<file path="src/rtl/drone_pkg.sv">
// Shared types and constants for the drone motor-sensing path: RPM word type,
// motor index order, gate sequencer states and the RPM clamp helper.
package drone_pkg;

  localparam logic [15:0] RPM_MAX = 16'h157C;

  typedef shortint rpm_t;

  typedef enum logic [1:0] {
    MOT_L  = 2'd0,
    MOT_RT = 2'd1,
    MOT_F  = 2'd2,
    MOT_RV = 2'd3
  } mot_e;

  typedef enum logic [1:0] {
    ST_IDLE  = 2'd0,
    ST_ARM   = 2'd1,
    ST_COUNT = 2'd2
  } gate_state_e;

  function automatic logic [15:0] clamp_rpm(input logic [31:0] product);
    return (product > 32'(RPM_MAX)) ? RPM_MAX : product[15:0];
  endfunction

endpackage

</file>
<file path="src/rtl/tach_chan.sv">
// One tach channel: synchronizer, armed edge detect, saturating pulse counter,
// scale/clamp to RPM and stall tracking. Averaging when RPM_TACH_AVG_EN is defined.
module tach_chan
  import drone_pkg::*;
#(
  parameter int RPM_PER_PULSE = 10,
  parameter int STALL_GATES   = 2
) (
  input  logic clk,
  input  logic resetn,
  input  logic tach,
  input  logic armed,
  input  logic terminal,
  output rpm_t rpm,
  output logic stall
);

  localparam int ZW = $clog2(STALL_GATES + 1);

  logic          sync1, sync2, sync2_d, edge_q;
  logic [15:0]   pulse_cnt, snap, cur, result;
  logic [31:0]   product;
  logic [ZW-1:0] zero_cnt, zero_nx;

  always_comb begin
    snap = pulse_cnt;
    if (edge_q && pulse_cnt != 16'hFFFF) snap = pulse_cnt + 16'd1;
    product = 32'(snap) * 32'(RPM_PER_PULSE);
    cur     = clamp_rpm(product);
    zero_nx = '0;
    if (snap == 16'd0)
      zero_nx = (zero_cnt == ZW'(STALL_GATES)) ? zero_cnt : zero_cnt + ZW'(1);
  end

`ifdef RPM_TACH_AVG_EN
  logic [15:0] prev;
  logic [16:0] sum;
  assign sum    = {1'b0, cur} + {1'b0, prev};
  assign result = 16'(sum >> 1);

  always_ff @(posedge clk or negedge resetn) begin
    if (!resetn)       prev <= '0;
    else if (terminal) prev <= cur;
  end
`else
  assign result = cur;
`endif

  always_ff @(posedge clk or negedge resetn) begin
    if (!resetn) begin
      sync1     <= 1'b0;
      sync2     <= 1'b0;
      sync2_d   <= 1'b0;
      edge_q    <= 1'b0;
      pulse_cnt <= '0;
      zero_cnt  <= '0;
      stall     <= 1'b0;
      rpm       <= '0;
    end else begin
      sync1   <= tach;
      sync2   <= sync1;
      // While disarmed the history flop preloads the value sync2 is about to take,
      // so a line already high at reset release never looks like a rising edge.
      sync2_d <= armed ? sync2 : sync1;
      edge_q  <= armed & sync2 & ~sync2_d;
      if (terminal) begin
        pulse_cnt <= '0;
        zero_cnt  <= zero_nx;
        stall     <= (zero_nx == ZW'(STALL_GATES));
        rpm       <= rpm_t'(result);
      end else if (edge_q && pulse_cnt != 16'hFFFF) begin
        pulse_cnt <= pulse_cnt + 16'd1;
      end
    end
  end

endmodule

</file>
<file path="src/rtl/rpm_tach.sv">
// Multi-channel tachometer: shared gate timer and arm sequencer feeding one
// tach_chan per motor. Optional output averaging via macro RPM_TACH_AVG_EN.
module rpm_tach
  import drone_pkg::*;
#(
  parameter int NUM_MOT       = 4,
  parameter int GATE_CYCLES   = 4000,
  parameter int RPM_PER_PULSE = 10,
  parameter int STALL_GATES   = 2
) (
  input  logic               clk,
  input  logic               resetn,
  input  logic [NUM_MOT-1:0] tach_in,
  output rpm_t               rpm_sense [NUM_MOT-1:0],
  output logic               rpm_valid,
  output logic [NUM_MOT-1:0] stall,
  output gate_state_e        dbg_state
);

  localparam int GW = $clog2(GATE_CYCLES);

  gate_state_e   state, state_nx;
  logic [GW-1:0] gate_cnt;
  logic          armed, terminal;

  assign dbg_state = state;
  assign armed     = (state == ST_COUNT);
  assign terminal  = armed && (gate_cnt == GW'(GATE_CYCLES - 1));

  // IDLE and ARM each hold one cycle after release while the synchronizers fill.
  always_comb begin
    state_nx = state;
    case (state)
      ST_IDLE: state_nx = ST_ARM;
      ST_ARM:  state_nx = ST_COUNT;
      default: state_nx = ST_COUNT;
    endcase
  end

  always_ff @(posedge clk or negedge resetn) begin
    if (!resetn) state <= ST_IDLE;
    else         state <= state_nx;
  end

  always_ff @(posedge clk or negedge resetn) begin
    if (!resetn) begin
      gate_cnt  <= '0;
      rpm_valid <= 1'b0;
    end else begin
      rpm_valid <= terminal;
      if (armed) gate_cnt <= terminal ? '0 : gate_cnt + GW'(1);
    end
  end

  for (genvar i = 0; i < NUM_MOT; i++) begin : g_chan
    tach_chan #(
      .RPM_PER_PULSE(RPM_PER_PULSE),
      .STALL_GATES  (STALL_GATES)
    ) u_chan (
      .clk     (clk),
      .resetn  (resetn),
      .tach    (tach_in[i]),
      .armed   (armed),
      .terminal(terminal),
      .rpm     (rpm_sense[i]),
      .stall   (stall[i])
    );
  end

endmodule

</file>
<file path="config.mk">
export PLATFORM = sky130hd
export DESIGN_NAME = rpm_tach
export DESIGN_NICKNAME = d
export VERILOG_FILES = /design/src/rtl/drone_pkg.sv /design/src/rtl/tach_chan.sv /design/src/rtl/rpm_tach.sv
export SDC_FILE = /design/constraint.sdc
export NUM_CORES = 1
export LEC_CHECK = 0
export BUFFER_PORTS_ARGS = -buffer_cell sky130_fd_sc_hd__buf_4
export CORE_MARGIN = 1.5
export CORE_UTILIZATION = 55
export DETAILED_ROUTE_END_ITERATION = 7
export PLACE_DENSITY = 0.75
export SYNTH_ARGS = -nofsm -noshare
export SYNTH_HDL_FRONTEND = slang
export SYNTH_SLANG_ARGS = --single-unit
</file>
<file path="constraint.sdc">
create_clock -name clk -period 10.95 [get_ports clk]
set_clock_uncertainty 0.05 [all_clocks]
set_input_delay 2.19 -clock clk [delete_from_list [all_inputs] [get_ports clk]]
set_output_delay 2.19 -clock clk [all_outputs]
set_load 0.02 [all_outputs]
</file>
==> impl_metrics.py <==
metrics = {
    "finish": {
        "multi_input_area_um2": 6870,
        "final_area_um2": 12700,
        "nFillCells": 1752,
        "areaGrowthSynthToFinish_pct": 10.8,
        "finalNonFillerCells": 1608,
        "seq_area_um2": 4180,
        "diodes": 0,
        "fin_nets": 1425,
        "drive_gt1_share_pct": 9.49,
    },
    "clocking": {
        "clock-root-buffer": "clkbuf_16",
        "cts_buffer_depth": 2,
        "htreeDepth": 4,
        "clock_sinks": 167,
        "path_clk_slew_ns": 0.07,
        "cts_resized": 0,
        "postCtsSetupBuffers": 0,
        "hold_buffers": 0,
        "cts_made_buffers": 17,
        "cts_tree": "yes",
        "clock_latency_ns": 0.43,
    },
    "pwr": {
        "power_density_nw_per_um2": 159,
        "ir_drop_mv": 0.120,
        "leakagePower_uw": 0.00601,
    },
    "worst_setup_path": {
        "crit_slowest_cell": "dfrtp_1",
        "cpLargestDelayFamily": "compound AO/OA/AOI/OAI gates",
        "critPathLaunchType": "flop",
        "reg2reg_depth": 17,
        "arrival_ns": 5.67,
        "critPathBufInv": 1,
        "crit_top_cell": "ha_1",
        "cp_max_fo": 9,
        "max_stage_delay_ns": 0.47,
        "critPathCaptureType": "flop",
        "critical_path_depth": 17,
        "crit_required_ns": 11.22,
        "worstPathCellList": "ha_1 > nand4_1 > or3_1 > o21ai_1 > xor2_1 > inv_1 > ha_1 > ha_1 > fa_1 > a211oi_1 > o21a_1 > o21ai_0 > a31oi_1 > mux2i_1 > nor4_2 > nand4b_1 > o22a_1",
        "critical_path_class": "reg -> reg",
    },
    "synth": {
        "yosys_warnings": 0,
        "synth_top_cell_by_area": "dfrtp_1",
        "synth_common_cells": "dfrtp_1 (167), nor2_1 (128), nand2_1 (102)",
        "synthMuxAreaShare_pct": 2.10,
        "synthArstFlopShare_pct": 100,
        "seq_area_frac_synth_pct": 36.4,
        "synthXorXnorAreaFrac_pct": 9.30,
        "synth_top_area_share_pct": 36.4,
        "syn_inst": 1281,
        "synthAdderAreaFrac_pct": 10.3,
        "syn_area_per_cell_um2": 8.97,
        "yosys-top-cells-area": "dfrtp_1 (36%), ha_1 (9.6%), xnor2_1 (5.3%)",
        "synth_seq_cells": 167,
        "synth.most_common_cell": "dfrtp_1",
        "synth_edf_count": 0,
        "synth_compound_area_share_pct": 16.1,
        "synth_ff_type": "dfrtp_1",
        "synth.distinct_cells": 82,
        "synthesis.area_um2": 11500,
        "synth_top_family_by_area": "simple AND/OR/NAND/NOR gates",
        "synthSimpleGateAreaFrac_pct": 21.8,
    },
    "timing": {
        "post-route-min-period_ns": 5.40,
        "slew_headroom_pct": 30.9,
        "fmax_ghz": 0.185,
        "hold_violations": 0,
        "holdWs_ns": 0.329,
        "setup_viol": 0,
        "slew_viol_final": 0,
        "tightest_slew_ns": 1.04,
        "finalSetupTns_ns": 0,
        "rsz0062_at_grt": "false",
        "period_share_pct": 49.3,
    },
    "global_routing": {
        "antenna_found_initial": 0,
        "grt_max_degree": 87,
        "grt_pass1_wl_um": 42900,
        "grt_usage_pct": 23.9,
        "grt_pass1_vias": 8987,
        "grt_overflow_total": 0,
    },
    "route": {
        "vias_per_cell": 5.90,
        "postRouteAntennaNets": 0,
        "drt_iter0_drc": 874,
        "vias": 9484,
        "firstDrtPassIters": 6,
        "drc": 0,
        "wl_per_cell_um": 15.6,
        "finalWirelength_um": 25000,
    },
    "floorplanning": {
        "rows": 52,
        "die_area_um2": 21800,
        "ios": 77,
        "die_w_um": 148,
        "start_util_pct": 56.4,
        "fp.dieH_um": 148,
        "core-area_um2": 20400,
    },
    "run": {
        "maxCapViolCount": 0,
    },
    "hold_path": {
        "holdCritPathClass": "reg -> reg",
        "hold_depth": 0,
    },
    "placed_design": {
        "gp_congestion": 0.894,
        "port_buffers": 72,
        "placed_cells": 1578,
        "dp_hpwl_um": 17700,
        "place_area_um2": 12200,
    },
    "status": {
        "status": "finished clean",
    },
}
==> power breakdown <==
group / leakage, µW / switching (µW) / total, µW / internal (µW)
clock: 0.000266 / 264 / 584 / 320
combinational: 0.00351 / 409 / 703 / 294
sequential: 0.00224 / 71.3 / 732 / 660
==> final cells by class <==
class	count	area share [%]
Timing Repair Buffer	75	4.46
Clock buffer	18	3.45
Clock inverter	12	0.934
Tap cell	270	2.66
Inverter	56	1.66
Multi-Input combinational cell	1010	54.0
Sequential cell	167	32.9
==> per-stage QoR <==
step	util [%]	worst slack (ns)	total power, µW
6_report	62.5	5.55	2020
5_1_grt	62.5	5.13	2150
4_1_cts	62.5	5.59	2030
3_5_place_dp	59.7	5.62	1430
3_3_place_gp	59.7	5.74	1420
2_1_floorplan	-	6.07	1270
==> metal layers <==
layer,track usage [%],routed length (µm),share of wire (%)
met5,0,0,0
met4,5.90,330,1.3
met3,4.26,1100,4.4
met2,38.6,11400,45
met1,33.2,12200,49
==> path summary, 6_finish.rpt <==
kind,endpoint,startpoint,slack [ns]
min in group asynchronous,g_chan[0].u_chan.pulse_cnt[14],resetn,1.76
hold reg to reg,g_chan[0].u_chan.sync2,g_chan[0].u_chan.sync1,0.33
setup / recovery,g_chan[2].u_chan.rpm[5],g_chan[2].u_chan.pulse_cnt[0],5.55
max in group asynchronous,g_chan[2].u_chan.stall,resetn,7.56
hold / removal,g_chan[0].u_chan.sync2,g_chan[0].u_chan.sync1,0.33
setup reg to reg,g_chan[2].u_chan.rpm[5],g_chan[2].u_chan.pulse_cnt[0],5.55
==> cell families (layout without fill, tap and decap cells) <==
logic type | Yosys count | count (layout)
simple gates | 490 | 490
compound gates | 279 | 279
flops | 167 | 167
xor+xnor | 122 | 122
buf+inv | 107 | 161
fa+ha+maj | 92 | 92
mux | 23 | 23
other cells | 1 | 4
==> state kept, by name, summed over array words and instances, names as in the netlist <==
signal and flops:
g_chan.u_chan.zero_cnt 8, g_chan.u_chan.sync2 4, g_chan.u_chan.edge_q 4, g_chan.u_chan.stall 4, g_chan.u_chan.pulse_cnt 64, g_chan.u_chan.sync2_d 4, gate_cnt 12, g_chan.u_chan.rpm 60
rpm_valid 1, g_chan.u_chan.sync1 4, dbg_state 2
==> layout by cell type (no fill, tap or decap), types with 52 or more instances in the layout <==
cell,n
xor2_1,52
a21oi_1,58
nor2_1,128
xnor2_1,70
nand2_1,101
buf_4,74
inv_1,53
dfrtp_1,167
ha_1,88
o21ai_0,60
No activity file was read; power rests on OpenSTA's default activity.
